File: config.mk
export PLATFORM = sky130hd
export DESIGN_NAME = pl_rv32_mem_arbiter_flat
export DESIGN_NICKNAME = d
export VERILOG_FILES = /design/src/rtl/pl_rv32_mem_arbiter_if.sv /design/src/rtl/pl_rv32_mem_arbiter.sv /design/src/flat_wrapper.sv
export SDC_FILE = /design/constraint.sdc
export NUM_CORES = 1
export LEC_CHECK = 0
export CAP_MARGIN = 20
export CORE_ASPECT_RATIO = 1.1
export CORE_UTILIZATION = 40
export DETAILED_ROUTE_END_ITERATION = 8
export GPL_TIMING_DRIVEN = 0
export MAX_ROUTING_LAYER = met4
export PLACE_DENSITY_LB_ADDON = 0.05
export SETUP_SLACK_MARGIN = 0.3
export SYNTH_ARGS = -nofsm -noshare
export SYNTH_HDL_FRONTEND = slang
export SYNTH_SLANG_ARGS = --single-unit
File: constraint.sdc
create_clock -name clk -period 12.7 [get_ports clk]
set_clock_uncertainty 0.05 [all_clocks]
set_input_delay 3.175 -clock clk [delete_from_list [all_inputs] [get_ports clk]]
set_output_delay 3.175 -clock clk [all_outputs]
set_load 0.05 [all_outputs]
File: src/rtl/pl_rv32_mem_arbiter_if.sv
// Request/response bundle between the IF/MEM requesters, the arbiter and the
// single-ported memory.
interface pl_rv32_mem_arbiter_if #(
    parameter int ADDR_W = 32
);
    logic              i_req;
    logic [ADDR_W-1:0] i_addr;
    logic              i_flush;
    logic              i_gnt;
    logic              i_rvalid;
    logic [31:0]       i_rdata;

    logic              d_req;
    logic              d_we;
    logic [3:0]        d_be;
    logic [ADDR_W-1:0] d_addr;
    logic [31:0]       d_wdata;
    logic              d_gnt;
    logic              d_rvalid;
    logic [31:0]       d_rdata;

    logic              m_req;
    logic              m_we;
    logic [3:0]        m_be;
    logic [ADDR_W-1:0] m_addr;
    logic [31:0]       m_wdata;
    logic              m_ready;
    logic              m_rvalid;
    logic [31:0]       m_rdata;

    // Arbiter's view: serves both requesters and drives the memory port.
    modport slave (
        input  i_req, i_addr, i_flush, d_req, d_we, d_be, d_addr, d_wdata,
        input  m_ready, m_rvalid, m_rdata,
        output i_gnt, i_rvalid, i_rdata, d_gnt, d_rvalid, d_rdata,
        output m_req, m_we, m_be, m_addr, m_wdata
    );

    // Environment's view: requesters plus memory.
    modport master (
        output i_req, i_addr, i_flush, d_req, d_we, d_be, d_addr, d_wdata,
        output m_ready, m_rvalid, m_rdata,
        input  i_gnt, i_rvalid, i_rdata, d_gnt, d_rvalid, d_rdata,
        input  m_req, m_we, m_be, m_addr, m_wdata
    );
endinterface

File: src/rtl/pl_rv32_mem_arbiter.sv
// Shares one memory port between instruction fetch (I) and load/store (D),
// one transaction at a time, D-priority with a bounded streak for I.
module pl_rv32_mem_arbiter #(
    parameter int MAX_D_STREAK = 4,
    parameter int ADDR_W       = 32
) (
    input  logic                     clk,
    input  logic                     rst,
    pl_rv32_mem_arbiter_if.slave     bus,
    output logic                     busy
);
    localparam int STREAK_W = $clog2(MAX_D_STREAK + 1);

    typedef enum logic [1:0] {IDLE, ISSUE, WAIT} state_t;

    state_t              state, state_next;
    logic                owner_d;
    logic                drop;
    logic [STREAK_W-1:0] d_streak;
    logic                i_pend;
    logic                grant_i, grant_d;
    logic                drop_now;
    logic [ADDR_W-1:0]   addr_sel;

    assign i_pend   = bus.i_req & ~bus.i_flush;
    assign drop_now = drop | bus.i_flush;
    assign addr_sel = grant_d ? bus.d_addr : bus.i_addr;
    assign bus.i_gnt = grant_i;
    assign bus.d_gnt = grant_d;
    assign busy      = (state != IDLE);

    always_comb begin
        state_next = state;
        grant_i    = 1'b0;
        grant_d    = 1'b0;
        bus.m_req  = (state == ISSUE);
        case (state)
            IDLE: begin
                // Grants are combinational; keep them quiet while reset is held.
                if (!rst) begin
                    if (bus.d_req && (!i_pend || d_streak != STREAK_W'(MAX_D_STREAK)))
                        grant_d = 1'b1;
                    else if (i_pend)
                        grant_i = 1'b1;
                    if (grant_d || grant_i)
                        state_next = ISSUE;
                end
            end
            ISSUE: begin
                if (bus.m_ready)
                    state_next = bus.m_we ? IDLE : WAIT;
            end
            WAIT: begin
                if (bus.m_rvalid)
                    state_next = IDLE;
            end
            default: state_next = IDLE;
        endcase
    end

    always_ff @(posedge clk or posedge rst) begin
        if (rst)
            state <= IDLE;
        else
            state <= state_next;
    end

    always_ff @(posedge clk or posedge rst) begin
        if (rst) begin
            owner_d      <= 1'b0;
            drop         <= 1'b0;
            d_streak     <= '0;
            bus.m_we     <= 1'b0;
            bus.m_be     <= '0;
            bus.m_addr   <= '0;
            bus.m_wdata  <= '0;
            bus.i_rvalid <= 1'b0;
            bus.i_rdata  <= '0;
            bus.d_rvalid <= 1'b0;
            bus.d_rdata  <= '0;
        end else begin
            bus.i_rvalid <= 1'b0;
            bus.d_rvalid <= 1'b0;

            if (grant_i || grant_d) begin
                owner_d     <= grant_d;
                bus.m_addr  <= addr_sel;
                bus.m_we    <= grant_d & bus.d_we;
                bus.m_be    <= grant_d ? bus.d_be : 4'hF;
                bus.m_wdata <= grant_d ? bus.d_wdata : 32'h0;
            end

            // Streak only grows while I is actually being passed over.
            if (grant_d) begin
                if (!i_pend)
                    d_streak <= '0;
                else if (d_streak != STREAK_W'(MAX_D_STREAK))
                    d_streak <= d_streak + 1'b1;
            end else if (grant_i) begin
                d_streak <= '0;
            end

            if (state == ISSUE && bus.m_ready && bus.m_we) begin
                bus.d_rvalid <= 1'b1;
                bus.d_rdata  <= 32'h0;
            end

            if (state == WAIT && bus.m_rvalid) begin
                if (owner_d) begin
                    bus.d_rvalid <= 1'b1;
                    bus.d_rdata  <= bus.m_rdata;
                end else if (!drop_now) begin
                    bus.i_rvalid <= 1'b1;
                    bus.i_rdata  <= bus.m_rdata;
                end
            end

            // A flush squashes the fetch response but never the bus transaction.
            if (state != IDLE && state_next == IDLE)
                drop <= 1'b0;
            else if (state != IDLE && !owner_d && bus.i_flush)
                drop <= 1'b1;
        end
    end
endmodule

File: src/flat_wrapper.sv
// flat-port wrapper written by rule: the top's interface ports become plain ports
module pl_rv32_mem_arbiter_flat 
#(
    parameter int MAX_D_STREAK = 4,
    parameter int ADDR_W       = 32
)
  (clk, rst, busy, bus_i_req, bus_i_addr, bus_i_flush, bus_d_req, bus_d_we, bus_d_be, bus_d_addr, bus_d_wdata, bus_m_ready, bus_m_rvalid, bus_m_rdata, bus_i_gnt, bus_i_rvalid, bus_i_rdata, bus_d_gnt, bus_d_rvalid, bus_d_rdata, bus_m_req, bus_m_we, bus_m_be, bus_m_addr, bus_m_wdata);
  pl_rv32_mem_arbiter_if #(.ADDR_W(ADDR_W)) bus_i ();
  input  logic clk;
  input  logic rst;
  output logic busy;
  input wire logic [$bits(bus_i.i_req)-1:0] bus_i_req;
  input wire logic [$bits(bus_i.i_addr)-1:0] bus_i_addr;
  input wire logic [$bits(bus_i.i_flush)-1:0] bus_i_flush;
  input wire logic [$bits(bus_i.d_req)-1:0] bus_d_req;
  input wire logic [$bits(bus_i.d_we)-1:0] bus_d_we;
  input wire logic [$bits(bus_i.d_be)-1:0] bus_d_be;
  input wire logic [$bits(bus_i.d_addr)-1:0] bus_d_addr;
  input wire logic [$bits(bus_i.d_wdata)-1:0] bus_d_wdata;
  input wire logic [$bits(bus_i.m_ready)-1:0] bus_m_ready;
  input wire logic [$bits(bus_i.m_rvalid)-1:0] bus_m_rvalid;
  input wire logic [$bits(bus_i.m_rdata)-1:0] bus_m_rdata;
  output wire logic [$bits(bus_i.i_gnt)-1:0] bus_i_gnt;
  output wire logic [$bits(bus_i.i_rvalid)-1:0] bus_i_rvalid;
  output wire logic [$bits(bus_i.i_rdata)-1:0] bus_i_rdata;
  output wire logic [$bits(bus_i.d_gnt)-1:0] bus_d_gnt;
  output wire logic [$bits(bus_i.d_rvalid)-1:0] bus_d_rvalid;
  output wire logic [$bits(bus_i.d_rdata)-1:0] bus_d_rdata;
  output wire logic [$bits(bus_i.m_req)-1:0] bus_m_req;
  output wire logic [$bits(bus_i.m_we)-1:0] bus_m_we;
  output wire logic [$bits(bus_i.m_be)-1:0] bus_m_be;
  output wire logic [$bits(bus_i.m_addr)-1:0] bus_m_addr;
  output wire logic [$bits(bus_i.m_wdata)-1:0] bus_m_wdata;
  assign bus_i.i_req = bus_i_req;
  assign bus_i.i_addr = bus_i_addr;
  assign bus_i.i_flush = bus_i_flush;
  assign bus_i.d_req = bus_d_req;
  assign bus_i.d_we = bus_d_we;
  assign bus_i.d_be = bus_d_be;
  assign bus_i.d_addr = bus_d_addr;
  assign bus_i.d_wdata = bus_d_wdata;
  assign bus_i.m_ready = bus_m_ready;
  assign bus_i.m_rvalid = bus_m_rvalid;
  assign bus_i.m_rdata = bus_m_rdata;
  assign bus_i_gnt = bus_i.i_gnt;
  assign bus_i_rvalid = bus_i.i_rvalid;
  assign bus_i_rdata = bus_i.i_rdata;
  assign bus_d_gnt = bus_i.d_gnt;
  assign bus_d_rvalid = bus_i.d_rvalid;
  assign bus_d_rdata = bus_i.d_rdata;
  assign bus_m_req = bus_i.m_req;
  assign bus_m_we = bus_i.m_we;
  assign bus_m_be = bus_i.m_be;
  assign bus_m_addr = bus_i.m_addr;
  assign bus_m_wdata = bus_i.m_wdata;
  pl_rv32_mem_arbiter #(.MAX_D_STREAK(MAX_D_STREAK), .ADDR_W(ADDR_W)) u_core (.clk(clk), .rst(rst), .bus(bus_i), .busy(busy));
endmodule
# --- After elaboration in Yosys (flattened, before gate mapping) ---
# Cells that the tools add are included.
word_totals:
  reg_bits: 142
  in_bits: 140
  output_inout_bits: 139
  word_cells: 77
classes:
  addsub: 1
  eq_ne: 4
  muxes: 35
  bitwise: 6
  reduce_logical: 19
ops:
  columns: ["op", "n"]
  rows:
  - ["$mux 32", 5]
  - ["$mux 1", 19]
  - ["$mux 3", 4]
  - ["$mux 2", 5]
  - ["$logic_and 1x1->1", 7]
  - ["$ne 3x3->1 const B", 2]
  - ["$pmux 2 s3", 1]
  - ["$reduce_bool 2->1", 3]
  - ["$logic_not 2->1", 2]
  - ["$mux 4", 1]
  - ["$add 3x1->3 const B", 1]
  - ["$logic_or 1x1->1", 3]
  - ["$not 1->1", 3]
  - ["$reduce_and 3->1", 1]
  - ["$and 1x1->1", 2]
  - ["$eq 2x1->1 const B", 1]
  - ["$eq 2x2->1 const B", 1]
  - ["$logic_not 1->1", 2]
  - ["$reduce_and 2->1", 1]
  - ["$or 1x1->1", 1]

# --- Logic depth before layout (Yosys ltp) ---
depth:
  word_depth: 15
  ltp_mapped: 8

# --- Least setup slack after synthesis ---
# Ideal clock, no wire load.
synth_timing:
  path_type: "input port to output port"
  startpoint: "input rst"
  endpoint: "output bus_d_gnt"
  arrival_time_ns: 3.983
  t_required_ns: 9.475
  path_slack_ns: 5.492
  stages: 4
  cell_sequence: "nor3_4 > nand3_2 > inv_2 > buf_2"
synth_between:
  elab_chain_len: 2
synth_rtl:
  columns: ["item", "line", "text"]
  rows:
  - ["from (decl)", "flat_wrapper.sv:10", "input logic rst;"]
  - ["$mux 1", "pl_rv32_mem_arbiter.sv:40", "if (!rst) begin"]
  - ["$mux 1", "pl_rv32_mem_arbiter.sv:37", "case (state)"]
  - ["to (decl)", "flat_wrapper.sv:26", "output wire logic [$bits(bus_i.d_gnt)-1:0] bus_d_gnt;"]
# No other way between the ends.

# --- Final worst setup path ---
# Same ends and word-level chain as after synthesis.

==> results by group <==
Clocking
  – Htree depth: 4
  – CTS root buf: clkbuf_16
  – Clock latency on the worst-skew pair: 0.41 ns
  – # hold bufs at CTS: 0
  – CTS tree: built
  – Reg clk slew, reported paths: 0.06 ns
  – CTS resizes: 0
  – Clock buffer depth: 2
  – Inserted Clock Buffers: 17
  – Post-CTS Setup Inserts: 0
  – CTS Sinks: 142

Timing
  – Fin worst setup slack: around 4.0 ns
  – RSZ-0062 raised after global routing: no
  – Final Hold Vio Count: 0
  – Worst-Margin Slew: around 0.57 ns
  – Setup Viol. Count Final: 0
  – Setup TNS: 0 ns
  – Final Cycle Share: just under 70%
  – Max Fclk: around 0.12 GHz
  – Hold_ws: ~0.44 ns
  – Relative slew slack: approximately 62%
  – Final min period: ~8.7 ns
  – Max Slew Vio Count: 0

Layout
  – Fillers: approximately 1100
  – Commonest non-fill, non-tap cell in the layout: clkdlybuf4s50_1
  – Footprint of the multi-input gates: just under 0.002 mm2
  – Nets: 894
  – Fin util: between 60% and 70%
  – Area grow syn2layout: 61.68%
  – Most frequent cells in the layout: clkdlybuf4s50_1, dfrtp_1, a22o_1, inv_1, mux2_2
  – Final instance area: 0.009538 mm2
  – FF/Latch Area: 0.003553 mm2
  – Fraction of layout instances using a drive strength above 1: ~13%
  – Antenna diode count: 0
  – Non-filler cells, final: ~960

Placement
  – Placed Cells incl. Taps: 925
  – Placed instance area: 0.008955 mm2
  – Routability Congestion: 0.8426
  – Buffers added on ports: 278
  – Pre-CTS setup slack: roughly 4 ns
  – Post-DP HPWL: between 10000 and 15000 um

Synth
  – Post-Syn Instances: ~450
  – Top_reg_cell synth: dfrtp_1
  – Post-synth cell types: 40
  – Yosys top cell area share: between 60% and 70%
  – Asr flop ratio synth: between 90% and 100%
  – Synth Net Count: between 500 and 600
  – Syn_area_per_cell: 12.99 um2
  – Synthesis-stage register bit count: approximately 140
  – Post-Synthesis Cell Area: just under 0.006 mm2
  – Leading area contributor after synthesis: dfrtp_1
  – Proportion of synthesized chip area in sequential cells: ~60%
  – Post-synth EDFFs: 0
  – Synth Warn #: 0
  – Synth area leaders: dfrtp_1, a22o_1, mux2_2, inv_1, o221ai_1

Worst setup path
  – Crit Path Class: input port to primary output
  – Crit path DAT: approximately 5.5 ns
  – Reg2Reg Depth: 7
  – Worst flop-to-flop path startpoint: u_core.d_streak[0]
  – Worst setup startpoint: rst
  – WP data required: between 9 and 10 ns
  – Worst Setup EP: bus_d_gnt
  – Setup crit end kind: primary output
  – Setup crit start kind: input port
  – R2R Setup Slk: approximately 11 ns
  – CP Max Fanout: 10
  – Reg-to-Reg End: u_core.d_streak[0]

Route
  – Drt wl/cell: roughly 19 um
  – Antenna Nets Post-Route: 0
  – 1st-iter DRT viols: 260
  – Routed vias/inst: between 5 and 6
  – Via count: between 5000 and 6000
  – Drt drc: 0
  – Drt pass-1 iters: 5
  – Drt total wl: roughly 18000 um

Global routing
  – Vias in the first global route: about 5300
  – GRT Residual Overflow: 0
  – Largest net degree at the start of global routing: just over 90
  – GRT Overall Usage: 24.26%
  – Initial antenna violation count: 0
  – First-pass GRT wire length: about 28000 um

Die
  – Die Area: roughly 0.015 mm2
  – # IOs: approximately 280
  – Die W: between 100 and 150 um
  – Area of the core: 0.01439 mm2
  – Row count: 46
  – Die Y: about 130 um
  – Initial core utilization: about two fifths

Pwr
  – Lkg Pwr: around 4.3 nW
  – Max IR drop VDD: 0.1498 mV
  – Pwr Density: between 200 and 300 mW/mm2
  – Total power: roughly 2.6 mW

Min path
  – Worst hold path class: flip-flop to flip-flop

Flow run
  – Max_cap viols: 0

Status
  – Status: complete, no violations
==> layout make-up <==
type	count	area share (%)
Inverter	51	2.060
Multi-Input combinational cell	219	20.20
Buffer	42	2.388
Timing Repair Buffer	279	29.46
Clock inverter	8	0.8527
Sequential cell	142	37.26
Clock buffer	24	5.260
Tap cell	192	2.519
==> how the worst min path moves through the flow <==
stage | start | end | cells past startpoint
after CTS | u_core.bus.m_addr[31] | u_core.bus.m_addr[31] | 1
after floorplan | u_core.owner_d | u_core.owner_d | 1
after global placement | u_core.bus.m_be[2] | u_core.bus.m_be[2] | 1
after detailed placement | u_core.bus.m_addr[31] | u_core.bus.m_addr[31] | 1
final | u_core.bus.m_be[0] | u_core.bus.m_be[0] | 1
after global routing | u_core.bus.m_wdata[0] | u_core.bus.m_wdata[0] | 1
==> cells in the mapped netlist, types with 2 or more instances <==
| cell type | instances |
|---|---|
| buf_6 | 3 |
| a222oi_1 | 14 |
| buf_4 | 6 |
| o2bb2ai_1 | 18 |
| o22a_1 | 5 |
| o221ai_1 | 18 |
| buf_1 | 2 |
| nor2b_1 | 2 |
| nand4b_1 | 2 |
| buf_2 | 20 |
| clkbuf_1 | 11 |
| ha_1 | 2 |
| nand2b_1 | 19 |
| mux2_2 | 32 |
| o22ai_1 | 2 |
| a31oi_1 | 19 |
| inv_1 | 50 |
| and4b_1 | 2 |
| a22o_1 | 65 |
| dfrtp_1 | 142 |
==> registers in the layout (all words and copies together) (netlist names) <==
signal	flops
u_core.bus.m_we	1
u_core.bus.m_wdata	32
u_core.bus.d_rvalid	1
u_core.d_streak	3
u_core.bus.i_rvalid	1
u_core.bus.m_be	4
u_core.state	2
u_core.bus.i_rdata	32
u_core.bus.m_addr	32
u_core.bus.d_rdata	32
u_core.owner_d	1
u_core.drop	1
==> power by group <==
| group | switching [mW] | internal (mW) |
|---|---|---|
| logic | 0.905 | 0.507 |
| registers | 0.106 | 0.638 |
| clock network | 0.186 | 0.296 |
| total | 1.20 | 1.44 |
==> critical path, cell delays in order <==
cell	delay (ns)
clkdlybuf4s50_1	0.52
nor3_4	0.35
nand3_2	0.18
inv_2	0.12
buf_2	0.24
clkdlybuf4s50_1	0.87
==> logic make-up after synthesis <==
| kind of cell | after synthesis | share of synthesized area [%] |
|---|---|---|
| AND/OR/NAND/NOR | 35 | 4.242 |
| flip-flops | 142 | 60.23 |
| buffers and inverters | 93 | 7.105 |
| multiplexers | 33 | 6.278 |
| AO/OA/AOI/OAI | 149 | 21.72 |
| adder cells (fa/ha/maj) | 2 | 0.4241 |
==> metal layers <==
metal	GRT usage (%)	part of all wire [%]	vias to the layer above
li1	-	-	2288
met1	28.68	42	2478
met2	38.93	49	229
met3	7.174	7.3	26
met4	10.03	1.9	0
met5	-	0	-
(Power assumes the default switching activity.)
